$ cat config.mk
export PLATFORM = sky130hd
export DESIGN_NAME = ws2812_tx_ctrl_flat
export DESIGN_NICKNAME = d
export VERILOG_FILES = /design/src/rtl/ws2812_pkg.sv /design/src/rtl/ws2812_tx_ctrl_if.sv /design/src/rtl/ws_bit_timer.sv /design/src/rtl/ws2812_tx_ctrl.sv /design/src/flat_wrapper.sv
export SDC_FILE = /design/constraint.sdc
export NUM_CORES = 1
export LEC_CHECK = 0
export CORE_ASPECT_RATIO = 0.9
export CORE_MARGIN = 1.5
export CORE_UTILIZATION = 45
export CTS_CLUSTER_DIAMETER = 60
export DETAILED_ROUTE_END_ITERATION = 16
export DONT_BUFFER_PORTS = 1
export HOLD_SLACK_MARGIN = 0.08
export PLACE_DENSITY = 0.57
export SLEW_MARGIN = 20
export SYNTH_ARGS = -nofsm -noshare
export SYNTH_HDL_FRONTEND = slang
export SYNTH_SLANG_ARGS = --single-unit
$ cat constraint.sdc
create_clock -name clk -period 3.65 [get_ports clk]
set_clock_uncertainty 0.05 [all_clocks]
set_input_delay 0.73 -clock clk [delete_from_list [all_inputs] [get_ports clk]]
set_output_delay 0.73 -clock clk [all_outputs]
set_load 0.005 [all_outputs]
$ cat src/rtl/ws2812_pkg.sv
// ws2812_pkg: state encoding, frame geometry and default WS2812 timing at 100 MHz.
package ws2812_pkg;
    typedef enum logic [1:0] {IDLE, LOAD, SEND, LATCH} ws_state_e;
    localparam int BITS_PER_LED = 24;
    localparam int DEF_NUM_LEDS = 8;
    localparam int DEF_T0H = 35;
    localparam int DEF_T1H = 70;
    localparam int DEF_TBIT = 125;
    localparam int DEF_RESET_CYCLES = 5000;
    function automatic int max_i(input int a, input int b);
        return a > b ? a : b;
    endfunction
endpackage

$ cat src/rtl/ws2812_tx_ctrl_if.sv
// ws2812_tx_ctrl_if: shift-register sequencing and LED data line between driver and controller.
interface ws2812_tx_ctrl_if;
    logic start;
    logic CurrentBit;
    logic LoadRegister;
    logic RotateRegisterLeft;
    logic data_out;
    logic busy;
    logic frame_done;
    modport master (
        output start, CurrentBit,
        input  LoadRegister, RotateRegisterLeft, data_out, busy, frame_done
    );
    modport slave (
        input  start, CurrentBit,
        output LoadRegister, RotateRegisterLeft, data_out, busy, frame_done
    );
endinterface

$ cat src/rtl/ws_bit_timer.sv
// ws_bit_timer: up-counter wrapping at one of two selectable terminal values.
module ws_bit_timer #(
    parameter int W   = 4,
    parameter int TC0 = 5,
    parameter int TC1 = 9
) (
    input  logic         clk,
    input  logic         rst,
    input  logic         clr,
    input  logic         en,
    input  logic         tc_sel,
    output logic [W-1:0] count,
    output logic         tc
);
    assign tc = en && count == (tc_sel ? W'(TC1) : W'(TC0));
    always_ff @(posedge clk)
        count <= (rst || clr || tc) ? '0 : (en ? count + 1'b1 : count);
endmodule

$ cat src/rtl/ws2812_tx_ctrl.sv
// ws2812_tx_ctrl: sequences the GRB shift register and emits the WS2812 NRZ waveform.
// Define WS_AUTO_REFRESH_EN to chain frames continuously after the first start.
module ws2812_tx_ctrl
    import ws2812_pkg::*;
#(
    parameter int NUM_LEDS     = DEF_NUM_LEDS,
    parameter int T0H          = DEF_T0H,
    parameter int T1H          = DEF_T1H,
    parameter int TBIT         = DEF_TBIT,
    parameter int RESET_CYCLES = DEF_RESET_CYCLES
) (
    input logic               clk,
    input logic               reset,
    ws2812_tx_ctrl_if.slave   bus
);
    localparam int TW = $clog2(max_i(TBIT, RESET_CYCLES));
    localparam int LW = $clog2(NUM_LEDS + 1);
    ws_state_e state;
    logic [4:0] bit_cnt;
    logic [LW-1:0] led_cnt;
    logic [TW-1:0] timer;
    logic tc;
    logic last_bit;
    ws_bit_timer #(.W(TW), .TC0(TBIT - 1), .TC1(RESET_CYCLES - 1)) u_timer (
        .clk(clk),
        .rst(reset),
        .clr(state == LOAD),
        .en(state == SEND || state == LATCH),
        .tc_sel(state == LATCH),
        .count(timer),
        .tc(tc)
    );
    assign last_bit = led_cnt == LW'(NUM_LEDS - 1) && bit_cnt == 5'(BITS_PER_LED - 1);
    // Pulse outputs are decoded one cycle early so they line up with the timer as registers.
    always_ff @(posedge clk) begin
        if (reset) begin
            state <= IDLE;
            bit_cnt <= '0;
            led_cnt <= '0;
            bus.LoadRegister <= 1'b0;
            bus.RotateRegisterLeft <= 1'b0;
            bus.data_out <= 1'b0;
            bus.busy <= 1'b0;
            bus.frame_done <= 1'b0;
        end else begin
            bus.LoadRegister <= 1'b0;
            bus.RotateRegisterLeft <= state == SEND && timer == TW'(TBIT - 2);
            bus.frame_done <= state == LATCH && timer == TW'(RESET_CYCLES - 2);
            bus.data_out <= state == SEND && timer < (bus.CurrentBit ? TW'(T1H) : TW'(T0H));
            case (state)
                IDLE: if (bus.start) begin
                    state <= LOAD;
                    bus.LoadRegister <= 1'b1;
                    bus.busy <= 1'b1;
                end
                LOAD: begin
                    state <= SEND;
                    bit_cnt <= '0;
                    led_cnt <= '0;
                end
                SEND: if (tc) begin
                    bit_cnt <= bit_cnt == 5'(BITS_PER_LED - 1) ? '0 : bit_cnt + 5'd1;
                    led_cnt <= led_cnt + LW'(bit_cnt == 5'(BITS_PER_LED - 1));
                    if (last_bit) state <= LATCH;
                end
                LATCH: if (tc) begin
`ifdef WS_AUTO_REFRESH_EN
                    state <= LOAD;
                    bus.LoadRegister <= 1'b1;
`else
                    state <= IDLE;
                    bus.busy <= 1'b0;
`endif
                end
                default: state <= IDLE;
            endcase
        end
    end
endmodule
$ cat src/flat_wrapper.sv
// flat-port wrapper written by rule: the top's interface ports become plain ports
module ws2812_tx_ctrl_flat import ws2812_pkg::*;
#(
    parameter int NUM_LEDS     = DEF_NUM_LEDS,
    parameter int T0H          = DEF_T0H,
    parameter int T1H          = DEF_T1H,
    parameter int TBIT         = DEF_TBIT,
    parameter int RESET_CYCLES = DEF_RESET_CYCLES
)
  (clk, reset, bus_start, bus_CurrentBit, bus_LoadRegister, bus_RotateRegisterLeft, bus_data_out, bus_busy, bus_frame_done);
  ws2812_tx_ctrl_if bus_i ();
  input logic clk;
  input logic reset;
  input wire logic [$bits(bus_i.start)-1:0] bus_start;
  input wire logic [$bits(bus_i.CurrentBit)-1:0] bus_CurrentBit;
  output wire logic [$bits(bus_i.LoadRegister)-1:0] bus_LoadRegister;
  output wire logic [$bits(bus_i.RotateRegisterLeft)-1:0] bus_RotateRegisterLeft;
  output wire logic [$bits(bus_i.data_out)-1:0] bus_data_out;
  output wire logic [$bits(bus_i.busy)-1:0] bus_busy;
  output wire logic [$bits(bus_i.frame_done)-1:0] bus_frame_done;
  assign bus_i.start = bus_start;
  assign bus_i.CurrentBit = bus_CurrentBit;
  assign bus_LoadRegister = bus_i.LoadRegister;
  assign bus_RotateRegisterLeft = bus_i.RotateRegisterLeft;
  assign bus_data_out = bus_i.data_out;
  assign bus_busy = bus_i.busy;
  assign bus_frame_done = bus_i.frame_done;
  ws2812_tx_ctrl #(.NUM_LEDS(NUM_LEDS), .T0H(T0H), .T1H(T1H), .TBIT(TBIT), .RESET_CYCLES(RESET_CYCLES)) u_core (.clk(clk), .reset(reset), .bus(bus_i));
endmodule
Word-level counts from Yosys, hierarchy flattened
Cells that the tools add are included.
- register bits after elaboration: 29
- mux-type cells: 16
- magnitude comparators: 1
- equal/unequal tests: 12
- add/sub/neg operators: 3
- bitwise logic cells: 1
- reduce and logical (&&, ||, !) cells: 15
- operator list (operator ; count):
    adder 13 x 1 -> 13 bit (second input constant) ; 1
    equality test 13 bit ; 1
    equality test 13 bit (second input constant) ; 1
    equality test 13 x 7 -> 1 bit (second input constant) ; 1
    < comparator 13 bit ; 1
    2-to-1 mux 13 bit ; 1
    2-to-1 mux 5 bit ; 2
    case mux 5 bit (2 select lines) ; 1
    2-to-1 mux 2 bit ; 4
    case mux 2 bit (4 select lines) ; 1
    case mux 4 bit (2 select lines) ; 1
    2-to-1 mux 7 bit ; 1
    adder 5 x 1 -> 5 bit (second input constant) ; 1
    equality test 5 bit (second input constant) ; 1
    logical AND 1 bit ; 5
    adder 4 x 1 -> 4 bit ; 1
    equality test 2 bit (second input constant) ; 2
    equality test 4 x 3 -> 1 bit (second input constant) ; 1
    2-to-1 mux 4 bit ; 1
    != test 2 x 1 -> 1 bit (second input constant) ; 2
    != test 2 bit (second input constant) ; 2
    AND reduction 4 bit ; 1
    nonzero test 2 bit ; 2
    logical OR 1 bit ; 3
    other kinds (8) ; 10

Depth between registers and ports, before layout
Gate-level depths: netlist of the first run.
- depth after elaboration: 6
- gate-level depth with buffers: 8

Modules after synthesis
From an unflattened synthesis of the first run, not the netlist that was laid out.
- cell total of the unflattened synthesis: 180
- area total of the unflattened synthesis: 1657.8 um^2
- by module, submodules not included (module ; cells an instance ; area each (um^2) ; instances ; seq. area each (um^2)):
    ws2812_tx_ctrl ; 106 ; 925.9 ; 1 ; 320.3
    ws_bit_timer ; 74 ; 732.0 ; 1 ; 260.2

Worst setup path before layout of the first run
No wires, ideal clock.
- path kind: reg-to-reg
- start point: register u_core.state[0]
- end point: register u_core.u_timer.count[1]
- setup slack: 1.559 ns
- stages on the path, launching flop included: 9
- setup time: 0.064 ns
- path buffers: 1
- data required time: 3.536 ns
- arrival: 1.977 ns
- cells stage by stage: dfxtp_1 -> inv_1 -> ha_1 -> o211a_1 -> and3_4 -> a21o_2 -> or3_1 -> buf_2 -> nor2_1
- word-level cells in the longest chain between the ends: 5
- elaborated cells between the ends (all ways): 9
- those cells by class: eq/ne (4); mux (1); reduce/logical (4)
- ends and longest elaborated chain (item ; RTL line ; RTL):
    start: declaration ; ws2812_tx_ctrl.sv:18 ; ws_state_e state;
    start signal: assignment ; ws2812_tx_ctrl.sv:37 ; state <= IDLE;
    start signal: assignment ; ws2812_tx_ctrl.sv:52 ; state <= LOAD;
    start signal: assignment ; ws2812_tx_ctrl.sv:57 ; state <= SEND;
    equality test 2 bit ; ws2812_tx_ctrl.sv:28, ws2812_tx_ctrl.sv:29 ;
    2-to-1 mux 13 bit ; ws_bit_timer.sv:15 ; assign tc = en && count == (tc_sel ? W'(TC1) : W'(TC0));
    equality test 13 bit ; ws_bit_timer.sv:15 ;
    logical AND 1 bit ; ws_bit_timer.sv:15 ;
    logical OR 1 bit ; ws_bit_timer.sv:17 ; count <= (rst || clr || tc) ? '0 : (en ? count + 1'b1 : count);
    end signal: assignment ; ws_bit_timer.sv:17 ;
    end: declaration ; ws_bit_timer.sv:12 ; output logic [W-1:0] count,
Parallel ways exist; a longest one is shown, timed or not.
A chain may end at the register's enable or synchronous reset.

Final worst setup path of the first run
- start point: register u_core.state[0]
- end point: register u_core.u_timer.count[0]
The elaborated chain is that of the path after synthesis.

==> results.md, run 1 <==
* Outcome: completed
* Sequential cell area fraction in the yosys report at 0.3654
* # Max-Cap Violations at 0
* Sequential cell area at between 500 and 600 sq um
* Die height at around 59 um
* Fin Hold WS at about 420 ps
* P per Cell Area at just over 500 mW/mm^2
* Drc violations at 0
* Share of layout cells above drive strength 1 at 0.08602
* Clk pwr share at 0.335
* Net count after synthesis at between 150 and 200
* Area delta synth->final at 8.582%
* Hold_buf cts at 0
* Min Clock Period, post-route at 2669 ps
* Setup Total Neg Slack at 0 ps
* Clk_lat worst skew at approximately 290 ps
* Switching power of the nets at 0.0002866 W
* Type of origin of the critical path: flip-flop
* Sw frac at 0.3262
* Remaining antenna violation count at 0
* Core area at about 0.0034 sq mm
* RSZ-0062 raised after global routing: no
* WP data arrival at around 2800 ps
* Final RePlAce weighted congestion at 0.8294
* Clock sinks at 29
* VDD IR max at between 0.3 and 0.4 mV
* First-pass GRT wire length at between 5000 and 6000 um
* Largest net degree at the start of global routing at 22
* H-tree Lvls at 2
* Via-per-instance ratio at roughly 5.6
* Sequential Power Share at 0.419
* Setup violations, final at 0
* Share of the synthesized area in the top cell type at 0.3654
* Site Rows at 20
* Synthesized-area fraction occupied by adder cells at 0.09449
* DIE WIDTH at around 66 um
* Final Hold Fails at 0
* EDFF count, synth at 0
* Pre-Repair DR Iteration Count at 4
* R2r startpoint: u_core.state[0]
* Vias in the first global route at between 1000 and 1500
* Hold Crit Class: reg2reg
* P_int at around 0.00059 W
* Synth Register Bits at 29
* Primary FF master, synth: dfxtp_1
* Via count of the routed design at 1299
* Dpl hpwl at ~2400 um
* Post-synthesis xor/xnor area fraction at 0.06614
* Number of diodes at 0
* Routed WL at about 3300 um
* Post-CTS sizing at 0
* Total grt overflow at 0
* Share of synthesized area spent on multiplexers at 0
* Clock Path Buffers at 2
* Worst setup path start: u_core.state[0]
* Initial antenna violation count at 0
* Clock root buffer: clkbuf_8
* Multi-input gate area at around 960 sq um
* Mapped Cells at ~180
* Asr flop ratio synth at 0
* Initial Utilization at 0.4704
* Leak pwr at 0.7033 nW
* Critical Path End Type: flip-flop
* Avg Cell Area, Syn at around 8.7 sq um
* Comb pwr share at 0.246
* Compound-Gate Fraction of Synth Area at 0.1622
* Largest family of logic cells by synthesized area: simple AND/OR/NAND/NOR gates
* FILL cells at approximately 340
* Routed len/inst at ~14 um
* Synth unique cells at 42
* Post-Synth Simple-Gate Area at 0.2803
* Max FO, Critical Path at 21
* CTS tree: built
* Post-CTS Setup Inserts at 0
* Synth Warn # at 0
* Num CTS Buffers at 5
* Cell taking the most area after synthesis: dfxtp_1
* DRT iter0 DRCs at about 80
* Setup CP Type: reg2reg
* Hold path startpoint: u_core.bit_cnt[1]
* Fin crit share at 0.7311
* Top post-synthesis cells by area: dfxtp_1 37%, ha_1 9.4%, nor2_1 5.4%
* Clock transition at path regs at 70 ps
* Worst Path Required at 3820 ps
* Worst Max-Slew Pin Slew at approximately 670 ps
* Die area at 0.003897 sq mm
* Nets at between 200 and 250
* Final slew viol count at 0
* Io pins at 9
* Synth Cell Area at between 0.0015 and 0.002 sq mm
* FMAX at around 0.37 GHz
* Worst rel slew slack at 0.5507
* Gr usage total at 0.1951
* Port Buffers at 0
==> power groups by stage <==
stage	combinational, W	sequential [W]	clock (W)
final	0.000216	0.000368	0.000294
after global routing	0.000246	0.000372	0.000312
after global placement	0.000213	0.000373	0
after floorplan	0.000176	0.000366	0
after detailed placement	0.000216	0.000375	0
after CTS	0.000218	0.000368	0.000299
==> sequential cells by signal, indices dropped and copies added, names as in the netlist <==
name / count
u_core.bit_cnt: 5
u_core.bus.LoadRegister: 1
u_core.bus.RotateRegisterLeft: 1
u_core.bus.busy: 1
u_core.bus.data_out: 1
u_core.bus.frame_done: 1
u_core.led_cnt: 4
u_core.state: 2
u_core.u_timer.count: 13
==> final timing paths <==
| kind | to | slack, ps | cells past startpoint |
|---|---|---|---|
| setup / recovery | u_core.u_timer.count[0] | 980 | 7 |
| hold / removal | u_core.bit_cnt[1] | 420 | 2 |
| hold reg to reg | u_core.bit_cnt[1] | 420 | 2 |
| setup reg to reg | u_core.u_timer.count[0] | 980 | 7 |
==> cell usage in the layout, fill, tap and decap left out, types with 2 or more instances in the layout <==
master / instances
ha_1: 12
a21oi_1: 9
and3_1: 5
nand4b_1: 5
nand2_1: 17
xnor2_1: 4
o211a_1: 2
nor2_1: 23
dfxtp_1: 29
inv_1: 8
nand3_1: 8
or3_1: 2
nor2b_1: 3
nor3_1: 4
clkbuf_8: 7
nand4_1: 5
nor4_1: 2
xor2_1: 8
a21o_1: 4
o21ai_0: 4
a31oi_1: 3
a211oi_1: 2
==> per-layer routing <==
metal | vias to the layer above | global-route usage | part of all wire
met1 | 606 | 0.2823 | 0.54
li1 | 668 | - | -
met3 | 7 | 0.05894 | 0.041
met2 | 18 | 0.2511 | 0.40
met4 | 0 | 0.1161 | 0.022
met5 | - | 0 | 0
==> kinds of logic (layout without fill, tap and decap cells) <==
logic type	Yosys count	count (layout)
simple gates	82	82
compound gates	35	35
xor+xnor	12	12
buf+inv	13	16
fa+ha+maj	12	12
flops	29	29
==> worst max-delay path, cell delays in order, from the launching register on <==
cell and delay, ps:
dfxtp_1 390, inv_1 90, ha_1 440, o2111ai_1 370
and4b_1 300, a21o_2 270, or3_1 520, nor2_1 170
==> cell usage after synthesis, types with 5 or more instances <==
cell type and instances:
dfxtp_1 29, nor2_1 23, nand2_1 17, ha_1 12, a21oi_1 9, inv_1 8
nand3_1 8, xor2_1 8, and3_1 5, nand4_1 5, nand4b_1 5
==> through the flow <==
| step | setup slack, ps | std cells | power, W | cell area, sq um | util |
|---|---|---|---|---|---|
| 2_1_floorplan | 1559 | 183 | 0.0005420 | 1589 | - |
| 3_3_place_gp | 1099 | 222 | 0.0005863 | 1624 | 0.4807 |
| 3_5_place_dp | 1002 | 222 | 0.0005914 | 1624 | 0.4807 |
| 4_1_cts | 972.7 | 230 | 0.0008853 | 1725 | 0.5107 |
| 5_1_grt | 790.0 | 230 | 0.0009299 | 1725 | 0.5107 |
| 6_report | 981.3 | 230 | 0.0008785 | 1725 | 0.5107 |
==> cell type report <==
class / instances / share of cell area
multi-input cells: 141 / 0.5555
flip-flops and latches: 29 / 0.3365
clock buffers: 7 / 0.05584
well taps: 44 / 0.03191
inverters: 8 / 0.01740
clock inverters: 1 / 0.002901
Power figures use the tool's default switching activity.
==> inputs of run 2 (changes only) <==
--- a/config.mk
+++ b/config.mk
@@ -12,7 +12,7 @@
 export DETAILED_ROUTE_END_ITERATION = 16
 export DONT_BUFFER_PORTS = 1
 export HOLD_SLACK_MARGIN = 0.08
-export PLACE_DENSITY = 0.57
+export PLACE_DENSITY = 0.59
 export SLEW_MARGIN = 20
 export SYNTH_ARGS = -nofsm -noshare
 export SYNTH_HDL_FRONTEND = slang
==> constraint.sdc (replaced) <==
create_clock -name clk -period 2.4 [get_ports clk]
set_clock_uncertainty 0.05 [all_clocks]
set_input_delay 0.48 -clock clk [delete_from_list [all_inputs] [get_ports clk]]
set_output_delay 0.48 -clock clk [all_outputs]
set_load 0.005 [all_outputs]
==> run 2 against run 1 <==
Effect of this change:
- core utilization rose by 2.4 points
- global-route usage rose by 0.92 points
- hold slack got worse by 210 ps
- combinational power rose by 59%
- final area rose by 4.7%
- count of clock-buffer cells in the layout fell by 2
- non-clock buffer count rose by 5
- first-iteration DRC count fell by 15%
- routed wire length rose by 7.8%
- critical endpoint is now u_core.bit_cnt[4]
- highest routed layer unchanged
==> results.md, run 2 (synthesized netlist as in run 1, its figures left out) <==
* Outcome: completed (unchanged)
* DIE WIDTH at 65.64 um (unchanged)
* Io pins at 9 (unchanged)
* Clock Path Buffers at 2 (unchanged)
* Fin crit share at 0.9514 (was 0.7311)
* Max FO, Critical Path at 18 (was 21)
* Clock transition at path regs at 70 ps (about the same)
* Final RePlAce weighted congestion at 0.8635 (was 0.8294)
* H-tree Lvls at 2 (unchanged)
* # Max-Cap Violations at 0 (unchanged)
* Via-per-instance ratio at 5.847 (was 5.648)
* Dpl hpwl at 2608 um (was 2399 um)
* Final Util at 0.5348 (was 0.5107)
* Most frequent cells in the layout: 29 x dfxtp_1, 23 x nor2_1, 17 x nand2_1, 12 x ha_1, 9 x a21oi_1 (unchanged)
* WP data arrival at 2410 ps (was 2840 ps)
* Clock sinks at 29 (unchanged)
* Biggest register: u_core.u_timer.count (unchanged)
* Num CTS Buffers at 5 (unchanged)
* Drc violations at 0 (unchanged)
* Core area at 0.003378 sq mm (unchanged)
* Pre-Repair DR Iteration Count at 4 (unchanged)
* Routed WL at 3545 um (was 3289 um)
* Number of flip-flops under the largest register name at 13 (unchanged)
* Initial Utilization at 0.4704 (unchanged)
* Worst Path Required at 2520 ps (was 3820 ps)
* Worst hold stages at 1 (was 2)
* Vias in the first global route at 1314 (was 1179)
* Crit path buffers/inverters at 2 (was 1)
* Clk_lat worst skew at 290 ps (about the same)
* Reg2reg path depth at 8 (was 7)
* Area delta synth->final at 13.70% (was 8.582%)
* Via count of the routed design at 1374 (was 1299)
* Critical Path End Type: flip-flop (unchanged)
* Final Hold Fails at 0 (unchanged)
* Nets at 206 (was 201)
* Cell depth of the worst setup path at 8 (was 7)
* Remaining antenna violation count at 0 (unchanged)
* Port Buffers at 0 (unchanged)
* Setup Total Neg Slack at 0 ps (unchanged)
* P per Cell Area at 835.9 mW/mm^2 (was 509.1 mW/mm^2)
* Hold Crit Class: in2reg (was reg2reg)
* FMAX at 0.4379 GHz (was 0.3747 GHz)
* Share of layout cells above drive strength 1 at 0.1204 (was 0.08602)
* Commonest non-fill, non-tap cell in the layout: dfxtp_1 (unchanged)
* Site Rows at 20 (unchanged)
* Routed len/inst at 15.09 um (was 14.30 um)
* FILL cells at 314 (was 336)
* VDD IR max at 0.4003 mV (was 0.3180 mV)
* CP max-delay cell: a21oi_1 (was or3_1)
* Number of diodes at 0 (unchanged)
* Setup violations, final at 0 (unchanged)
* Clock root buffer: clkbuf_8 (unchanged)
* Initial antenna violation count at 0 (unchanged)
* Delay-heaviest family, CP: compound AO/OA/AOI/OAI gates (was simple AND/OR/NAND/NOR gates)
* Hold_buf cts at 0 (unchanged)
* Total grt overflow at 0 (unchanged)
* CP peak stage delay at 430 ps (was 520 ps)
* Die area at 0.003897 sq mm (unchanged)
* Worst rel slew slack at 0.6421 (was 0.5507)
* Gr usage total at 0.2044 (was 0.1951)
* Leak pwr at 0.7450 nW (was 0.7033 nW)
* CTS tree: built (unchanged)
* DRT iter0 DRCs at 66 (was 78)
* Largest net degree at the start of global routing at 19 (was 22)
* Min Clock Period, post-route at 2283 ps (was 2669 ps)
* Final slew viol count at 0 (unchanged)
* CP Cell Sequence: inv_1, ha_1, buf_4, and4_1, a41o_1, a21oi_1, o21ai_0, and3_1 (was inv_1, ha_1, o2111ai_1, and4b_1, a21o_2, or3_1, nor2_1)
* Type of origin of the critical path: flip-flop (unchanged)
* Die height at 59.38 um (unchanged)
* RSZ-0062 raised after global routing: no (unchanged)
* Top Registers: u_core.u_timer.count x13, u_core.bit_cnt x5, u_core.led_cnt x4 (unchanged)
* Setup CP Type: reg2reg (unchanged)
* First-pass GRT wire length at 6016 um (was 5526 um)
* Worst Max-Slew Pin Slew at 536.8 ps (was 674.0 ps)
-- run 2: routing by layer --
metal / vias up / part of all wire / track usage
met5: - / 0 / 0
met4: 0 / 0.020 / 0.08929
met2: 29 / 0.43 / 0.3074
li1: 679 / - / -
met3: 10 / 0.044 / 0.06274
met1: 656 / 0.50 / 0.2713
-- run 2: what timing repair did --
action / in CTS / in global routing
resized for setup: 0 / 2
endpoints found under the setup margin: 0 / 14
setup buffers: 0 / 0
-- run 2: path summary, 6_finish.rpt --
check	to	slack [ps]	from
min reg2reg	u_core.bit_cnt[1]	420	u_core.bit_cnt[1]
max reg2reg	u_core.bit_cnt[4]	120	u_core.state[0]
min	u_core.led_cnt[2]	200	reset
max	u_core.bit_cnt[4]	120	u_core.state[0]
-- run 2: cell type report --
type / count / area [sq um] / area share
Inverter: 8 / 30.03 / 0.01662
Clock inverter: 3 / 65.06 / 0.03601
Sequential cell: 29 / 580.6 / 0.3213
Clock buffer: 5 / 68.82 / 0.03809
Tap cell: 44 / 55.05 / 0.03047
Multi-Input combinational cell: 141 / 969.7 / 0.5367
Timing Repair Buffer: 5 / 37.54 / 0.02078
-- run 2: report_power, final --
group	total (W)	leakage (nW)	switching, W	internal, W
logic	0.000343	0.442	0.000208	0.000136
registers	0.000559	0.234	0.0000424	0.000517
clock network	0.000608	0.0681	0.000195	0.000412
-- run 2: stage by stage --
stage / cells / setup WS, ps / instance area (sq um) / power (W) / hold WS, ps
floorplan: 183 / 308.6 / 1589 / 0.0008244 / 399.2
global placement: 227 / 230.6 / 1662 / 0.0008967 / 406.1
detailed placement: 227 / 122.2 / 1662 / 0.0009100 / 410.0
CTS: 235 / 102.8 / 1795 / 0.001517 / 198.3
global route: 235 / 14.45 / 1807 / 0.001594 / 196.2
finish: 235 / 116.5 / 1807 / 0.001510 / 204.4
